`config.mk`:
```
export PLATFORM = sky130hd
export DESIGN_NAME = adc_spi_responder
export DESIGN_NICKNAME = d
export VERILOG_FILES = /design/src/rtl/adc_spi_pkg.sv /design/src/rtl/spi_pin_sync.sv /design/src/rtl/adc_spi_responder.sv
export SDC_FILE = /design/constraint.sdc
export NUM_CORES = 1
export LEC_CHECK = 0
export ABC_AREA = 1
export BUFFER_PORTS_ARGS = -buffer_cell sky130_fd_sc_hd__buf_2
export CORE_MARGIN = 1.5
export CORE_UTILIZATION = 40
export DETAILED_ROUTE_END_ITERATION = 10
export PLACE_DENSITY_LB_ADDON = 0.05
export SLEW_MARGIN = 20
export SYNTH_ARGS = -nofsm -noshare
export SYNTH_HDL_FRONTEND = slang
export SYNTH_SLANG_ARGS = --single-unit
```
`constraint.sdc`:
```
create_clock -name clk -period 1.92 [get_ports clk]
set_input_delay 0.576 -clock clk [delete_from_list [all_inputs] [get_ports clk]]
set_output_delay 0.576 -clock clk [all_outputs]
set_load 0.02 [all_outputs]
```
`src/rtl/adc_spi_pkg.sv`:
```
// Shared constants and FSM state type for the ADC SPI responder.
package adc_spi_pkg;

  localparam int unsigned FRAME_BITS = 32;
  localparam int unsigned CMD_BITS   = 8;
  localparam int unsigned DATA_FIRST = 16;
  localparam logic [1:0]  CMD_VALID  = 2'b10;

  typedef enum logic [2:0] {
    StIdle,
    StCmd,
    StGap,
    StData,
    StTail
  } state_e;

endpackage

```
`src/rtl/spi_pin_sync.sv`:
```
// Synchronizes SCK, MOSI and CS_n into clk_i and produces single-cycle edge strobes.
module spi_pin_sync #(
  parameter int unsigned SyncStages = 2
) (
  input  logic clk_i,
  input  logic rst_ni,
  input  logic sck_i,
  input  logic mosi_i,
  input  logic cs_n_i,
  output logic sck_rise_o,
  output logic sck_fall_o,
  output logic cs_fall_o,
  output logic cs_rise_o,
  output logic mosi_o
);

  logic [SyncStages-1:0] sck_sync_q;
  logic [SyncStages-1:0] mosi_sync_q;
  logic [SyncStages-1:0] cs_sync_q;
  logic                  sck_prev_q;
  logic                  cs_prev_q;

  // CS_n chain resets low so a CS_n already low at reset release yields no falling edge.
  always_ff @(posedge clk_i or negedge rst_ni) begin
    if (!rst_ni) begin
      sck_sync_q  <= '0;
      mosi_sync_q <= '0;
      cs_sync_q   <= '0;
      sck_prev_q  <= 1'b0;
      cs_prev_q   <= 1'b0;
    end else begin
      sck_sync_q  <= {sck_sync_q[SyncStages-2:0], sck_i};
      mosi_sync_q <= {mosi_sync_q[SyncStages-2:0], mosi_i};
      cs_sync_q   <= {cs_sync_q[SyncStages-2:0], cs_n_i};
      sck_prev_q  <= sck_sync_q[SyncStages-1];
      cs_prev_q   <= cs_sync_q[SyncStages-1];
    end
  end

  assign sck_rise_o = sck_sync_q[SyncStages-1] & ~sck_prev_q;
  assign sck_fall_o = ~sck_sync_q[SyncStages-1] & sck_prev_q;
  assign cs_rise_o  = cs_sync_q[SyncStages-1] & ~cs_prev_q;
  assign cs_fall_o  = ~cs_sync_q[SyncStages-1] & cs_prev_q;
  assign mosi_o     = mosi_sync_q[SyncStages-1];

endmodule

```
`src/rtl/adc_spi_responder.sv`:
```
// SPI mode-0 slave emulating a 4-channel ADC: 8-bit command, 8 gap bits, 16-bit sample.
module adc_spi_responder
  import adc_spi_pkg::*;
#(
  parameter int unsigned DATA_W      = 16,
  parameter int unsigned SYNC_STAGES = 2
) (
  input  logic                clk,
  input  logic                rst_n,
  input  logic                spi_sck,
  input  logic                spi_mosi,
  input  logic                spi_cs_n,
  output logic                spi_miso,
  output logic                spi_miso_oe,
  input  logic [4*DATA_W-1:0] sample_in,
  output logic [1:0]          cmd_chan,
  output logic                frame_done,
  output logic                frame_err,
  output logic                cmd_bad
);

  localparam logic [4:0] CmdLast  = 5'(CMD_BITS - 1);
  localparam logic [4:0] GapLast  = 5'(DATA_FIRST - 1);
  localparam logic [4:0] DataLast = 5'(FRAME_BITS - 1);

  logic sck_rise, sck_fall, cs_fall, cs_rise, mosi_s;

  spi_pin_sync #(
    .SyncStages (SYNC_STAGES)
  ) u_pin_sync (
    .clk_i      (clk),
    .rst_ni     (rst_n),
    .sck_i      (spi_sck),
    .mosi_i     (spi_mosi),
    .cs_n_i     (spi_cs_n),
    .sck_rise_o (sck_rise),
    .sck_fall_o (sck_fall),
    .cs_fall_o  (cs_fall),
    .cs_rise_o  (cs_rise),
    .mosi_o     (mosi_s)
  );

  logic [DATA_W-1:0] chan_sample [4];
  for (genvar k = 0; k < 4; k++) begin : g_chan
    assign chan_sample[k] = sample_in[k*DATA_W +: DATA_W];
  end

  state_e            state_q, state_d;
  logic [4:0]        bitcnt_q, bitcnt_d;
  logic [6:0]        cmd_q, cmd_d;
  logic [DATA_W-1:0] shreg_q, shreg_d;
  logic              miso_q, miso_d;
  logic              oe_q, oe_d;
  logic [1:0]        chan_q, chan_d;
  logic              done_q, done_d;
  logic              err_q, err_d;
  logic              bad_q, bad_d;
  logic [7:0]        cmd_full;

  assign cmd_full = {cmd_q, mosi_s};

  always_comb begin
    state_d  = state_q;
    bitcnt_d = bitcnt_q;
    cmd_d    = cmd_q;
    shreg_d  = shreg_q;
    miso_d   = miso_q;
    oe_d     = oe_q;
    chan_d   = chan_q;
    done_d   = 1'b0;
    err_d    = 1'b0;
    bad_d    = 1'b0;

    // CS_n rising overrides any coincident SCK edge. A rise seen in idle belongs to a
    // frame we never entered (e.g. CS_n low across reset) and is not reported.
    if (cs_rise) begin
      if (state_q != StIdle) begin
        done_d = (state_q == StTail);
        err_d  = (state_q != StTail);
      end
      state_d  = StIdle;
      oe_d     = 1'b0;
      miso_d   = 1'b0;
      bitcnt_d = '0;
    end else begin
      case (state_q)
        StIdle: begin
          if (cs_fall) begin
            state_d  = StCmd;
            oe_d     = 1'b1;
            miso_d   = 1'b0;
            bitcnt_d = '0;
          end
        end
        StCmd: begin
          if (sck_rise) begin
            bitcnt_d = bitcnt_q + 5'd1;
            cmd_d    = cmd_full[6:0];
            if (bitcnt_q == CmdLast) begin
              state_d = StGap;
              if (cmd_full[7:6] == CMD_VALID) begin
                shreg_d = chan_sample[cmd_full[1:0]];
                chan_d  = cmd_full[1:0];
              end else begin
                shreg_d = '0;
                bad_d   = 1'b1;
              end
            end
          end
        end
        StGap: begin
          if (sck_rise) begin
            bitcnt_d = bitcnt_q + 5'd1;
            if (bitcnt_q == GapLast) state_d = StData;
          end
        end
        StData: begin
          if (sck_rise) begin
            bitcnt_d = bitcnt_q + 5'd1;
            if (bitcnt_q == DataLast) state_d = StTail;
          end else if (sck_fall) begin
            miso_d  = shreg_q[DATA_W-1];
            shreg_d = shreg_q << 1;
          end
        end
        StTail: begin
          if (sck_fall) miso_d = 1'b0;
        end
        default: state_d = StIdle;
      endcase
    end
  end

  always_ff @(posedge clk or negedge rst_n) begin
    if (!rst_n) begin
      state_q  <= StIdle;
      bitcnt_q <= '0;
      cmd_q    <= '0;
      shreg_q  <= '0;
      miso_q   <= 1'b0;
      oe_q     <= 1'b0;
      chan_q   <= '0;
      done_q   <= 1'b0;
      err_q    <= 1'b0;
      bad_q    <= 1'b0;
    end else begin
      state_q  <= state_d;
      bitcnt_q <= bitcnt_d;
      cmd_q    <= cmd_d;
      shreg_q  <= shreg_d;
      miso_q   <= miso_d;
      oe_q     <= oe_d;
      chan_q   <= chan_d;
      done_q   <= done_d;
      err_q    <= err_d;
      bad_q    <= bad_d;
    end
  end

  assign spi_miso    = miso_q;
  assign spi_miso_oe = oe_q;
  assign cmd_chan    = chan_q;
  assign frame_done  = done_q;
  assign frame_err   = err_q;
  assign cmd_bad     = bad_q;

endmodule

```
# Yosys cells after proc, flatten, opt, wreduce, memory -nomap -nowiden
# Cells that the tools add are included.
# word_totals
output_inout_bits	7
regBits	46
word_cells	107
# classes
n_reduce_logical	15
eq_ne	25
order_cmp	1
addsub	1
bitwise	10
mux	40
# op_table
operator	count
16-bit two-way mux	7
3-bit inequality test, second input constant	11
16-bit binary-select mux with 2-bit select	1
16-bit case mux with 2 select lines	1
3-bit two-way mux	8
1-bit two-way mux	17
5-bit two-way mux	3
3-bit case mux with 5 select lines	1
2-bit inequality test, second input constant	5
5-bit case mux with 2 select lines	1
5-bit AND reduction	2
8-bit AND reduction	1
3-bit by 2-bit equality test with 1-bit output, second input constant	2
3-bit AND reduction	2
6-bit AND reduction	1
2-bit nonzero test	3
3-bit nonzero test	2
5-bit by 1-bit adder with 5-bit output, second input constant	1
5-bit by 3-bit equality test with 1-bit output, second input constant	1
5-bit by 4-bit equality test with 1-bit output, second input constant	1
5-bit equality test, second input constant	1
1-bit NOT	5
1-bit AND	4
4-bit nonzero test	1
10 further kinds	10

# Logic depth before layout (Yosys ltp)
# logic_depth
ltp_word	8
ltp_mapped	13
mapped_depth_nobuf	13

# Cells and area by module
# Synthesis repeated with hierarchy kept, for this count alone.
# unflattened
cells_unflattened	383
hier_area_um2	2717.6
# modules_own_cells
module	cells_each	n_inst	area_per_inst_um2
adc_spi_responder	367	1	2487.4
spi_pin_sync	16	1	230.2

# Least setup slack after synthesis
# Ideal clock, no wire load.
# synth_path
kind	register to register
start	reg u_pin_sync.cs_sync_q[1]
end	reg shreg_q[0]
path_stages_with_launch	8
period_less_slack_ps	1446
required_ps	1855
arrival_ps	1381
setup_slack_ps	474
path_cell_list	dfrtp_1 -> ha_1 -> nor3_4 -> nand2_1 -> a21oi_4 -> buf_6 -> nand2_1 -> nand2_1
# synth_via
elab_chain_cells	3
# synth_lines
element	line	text
start: declaration	spi_pin_sync.sv:19	logic [SyncStages-1:0] cs_sync_q;
start signal: assignment	spi_pin_sync.sv:34	cs_sync_q <= {cs_sync_q[SyncStages-2:0], cs_n_i};
1-bit AND	spi_pin_sync.sv:42	assign cs_rise_o = cs_sync_q[SyncStages-1] & ~cs_prev_q;
1-bit NOT (no source line)	n/a	
6-bit AND reduction (no source line)	n/a	
end signal: assignment	adc_spi_responder.sv:150	shreg_q <= shreg_d;
end: declaration	adc_spi_responder.sv:51	logic [DATA_W-1:0] shreg_q, shreg_d;
# Every way passes these cells.
# A chain may end at the register's enable or synchronous reset.

# Final worst setup path
# layout_path
start	reg u_pin_sync.cs_sync_q[1]
end	reg shreg_q[7]
# The elaborated chain is that of the path after synthesis.

==> metrics.txt <==
status=finished, violations left; failing checks=DRC; CTS H-tree lvls=2; most common cell after layout, fill and taps aside=nand2_1; final hold vios=0; first-pass GRT wire length=10.9 mm; pre-CTS WS=0.226 ns; initial DRC count=103; Post-Syn Instances=399; fmax=593 MHz; endpoints failing setup=0; RR Endpoint=shreg_q[7]$_DFFE_PN0P_; dpl hpwl=4.70 mm; setup TNS=0 ns; Synth Area in Compound Gates=0.0960; Tcrit/Tclk final=0.878; CP dominant cell by count=nand2_1; Slew Limit Headroom=0.656; adder-cell area share of the yosys netlist=0.0186; Vias/cell=4.79; PostCTS Resize Cnt=0; synth warn=0; clock root buffer master=clkbuf_8; Max rail drop VDD=586 uV; pin count of the biggest net entering global routing=34; Clock transition at path regs=0.08 ns; max_cap viols=0; power per cell area=1100 nW/um^2; Slowest-stage cell, CP=dfrtp_1; Worst Path Max Fanout=16; synthesized area=2700 sq um; IO Pins=76; XOR/XNOR Fraction of Synth Area=0.00325; clk buf depth=2; num rows=29; vias=2,633; Nets=545; DRT Pass-1 Iters=8; Die Area=7250 sq um; initial core utilization=0.420; WHS=0.227 ns; core box area=6420 sq um; RePlAce Congestion=0.841; Synth Register Bits=46; GRT Overall Usage=0.186; TritonCTS Buffers=5; die span in x=85.1 um; die span in y=85.1 um; final non-filler cell total=550; Arr. time, crit path=1.92 ns; largest family of logic cells by synthesized area=simple AND/OR/NAND/NOR gates; Crit path max-delay family=simple AND/OR/NAND/NOR gates; Antenna diodes=0; Worst-Skew Late Latency=0.30 ns; Final Max Tran Viols=0; layout cell share with drive strength beyond 1=0.220; Area Overhead vs Synth=21.0%; Setup WS post-layout=0.235 ns; syn_area_per_cell=6.76 sq um; CP Data Required Time=2.16 ns; crit-path cells=ha_1 > nor3_4 > nand2_1 > a21oi_4 > nand2_1 > nand2_1; Final Critical Period=1.69 ns; initial antenna violation count=0; worst r2r src=u_pin_sync.cs_sync_q[1]$_DFF_PN0_; class of the worst hold path=input pin to asynchronous set/reset pin; FILL cells=692; Crit Path Class=register to register; hold buffer count at cts=0; mux contribution to synthesized area=0; Post-Syn Nets=472; GR Overflow Total=0; simple-gate area share of the yosys netlist=0.391; Port-buffer cells=75; post-CTS setup buffers=0; DRT Wirelength=6.35 mm; most frequent cells in the layout=nand2_1, buf_2, nor2_1, dfrtp_1, o21ai_0; Antenna Nets Post-Route=0; Tightest Pin Transition=0.516 ns; worst reg2reg setup slack=0.23 ns; TritonCTS clock tree=built; CTS Sinks=46; register area share after synthesis=0.427; worst clock skew=0.0124 ns; dpl cells=542; reg2reg path depth=6; DRC Markers=12; Crit path largest cell delay=0.38 ns; Critical Path Source Type=register; crit end category=register; synth unique cells=28; RSZ-0062 raised after global routing=false; leak pwr=1.82 nW; WL/cell=11.5 um; vias in the first global route=2,426; Buffers & Inverters on Critical Path=0
==> worst register-to-register path, cell delays in order, from the launching register on <==
cell     delay (ns)
dfrtp_1        0.38
ha_1           0.24
nor3_4         0.31
nand2_1        0.14
a21oi_4        0.38
nand2_1        0.10
nand2_1        0.07
==> flip-flops by register name, indices dropped and copies added, names as in the netlist <==
register                cells
spi_miso_oe                 1
cmd_q                       7
spi_miso                    1
bitcnt_q                    5
u_pin_sync.cs_sync_q        2
state_q                     3
u_pin_sync.sck_prev_q       1
frame_done                  1
frame_err                   1
cmd_bad                     1
shreg_q                    16
u_pin_sync.mosi_sync_q      2
u_pin_sync.sck_sync_q       2
u_pin_sync.cs_prev_q        1
cmd_chan                    2
==> synth_stat cells, drive strengths merged <==
cell type,n,area (sq um)
a21oi,4,31.3
buf,14,80.1
clkbuf,3,11.3
dfrtp,46,1150
ha,4,50.1
inv,22,82.6
nand2,161,607
nand3,14,75.1
nand3b,2,15.0
nand4,1,6.26
nor2,76,295
nor3,4,36.3
nor3b,1,7.51
o2111ai,1,8.76
o21ai,42,210
o22a,1,8.76
or2,2,12.5
xor2,1,8.76
==> metal layers <==
metal  routed length (um)  track usage  up-vias  share of wire
li1                     -            -     1390              -
met1                 3150        0.257     1173           0.50
met2                 2750        0.299       65           0.43
met3                  384       0.0360        5          0.061
met4                   65       0.0537        0          0.010
met5                    0            0        -              0
==> cells by family after synthesis <==
group                    after synthesis
AND/OR/NAND/NOR                      261
AO/OA/AOI/OAI                         48
XOR/XNOR                               1
adder cells (fa/ha/maj)                4
buffers and inverters                 39
flip-flops                            46
==> power breakdown <==
part           internal, mW  switching, mW  leakage [nW]
clock                 0.390          0.331        0.0585
sequential             1.20          0.163         0.602
combinational         0.542          0.961          1.15
==> per-stage QoR <==
| step | total power, mW | util | instance area [sq um] |
|---|---|---|---|
| after global routing | 3.93 | 0.508 | 3260 |
| final | 3.58 | 0.508 | 3260 |
| after detailed placement | 2.89 | 0.491 | 3150 |
| after global placement | 2.87 | 0.491 | 3150 |
| after floorplan | 2.49 | - | 2700 |
| after CTS | 3.62 | 0.508 | 3260 |
==> final cells by class <==
| class | instances | area, sq um | area share |
|---|---|---|---|
| clock inverter | 3 | 43.8 | 0.0134 |
| timing repair buffer | 83 | 448 | 0.137 |
| multi-input combinational | 314 | 1370 | 0.421 |
| inverter | 22 | 82.6 | 0.0253 |
| clock buffer | 5 | 68.8 | 0.0211 |
| tap | 77 | 96.3 | 0.0295 |
| sequential | 46 | 1150 | 0.353 |
==> how the worst max path moves through the flow <==
stage / startpoint / cells past startpoint / endpoint
finish: u_pin_sync.cs_sync_q[1]$_DFF_PN0_ / 6 / shreg_q[7]$_DFFE_PN0P_
global placement: u_pin_sync.cs_sync_q[1]$_DFF_PN0_ / 6 / shreg_q[14]$_DFFE_PN0P_
detailed placement: u_pin_sync.cs_sync_q[1]$_DFF_PN0_ / 6 / shreg_q[4]$_DFFE_PN0P_
global route: u_pin_sync.cs_sync_q[1]$_DFF_PN0_ / 6 / shreg_q[7]$_DFFE_PN0P_
floorplan: u_pin_sync.cs_sync_q[1]$_DFF_PN0_ / 7 / shreg_q[0]$_DFFE_PN0P_
CTS: u_pin_sync.cs_sync_q[1]$_DFF_PN0_ / 6 / shreg_q[7]$_DFFE_PN0P_
Note: power is estimated with default switching activity, not from simulation.
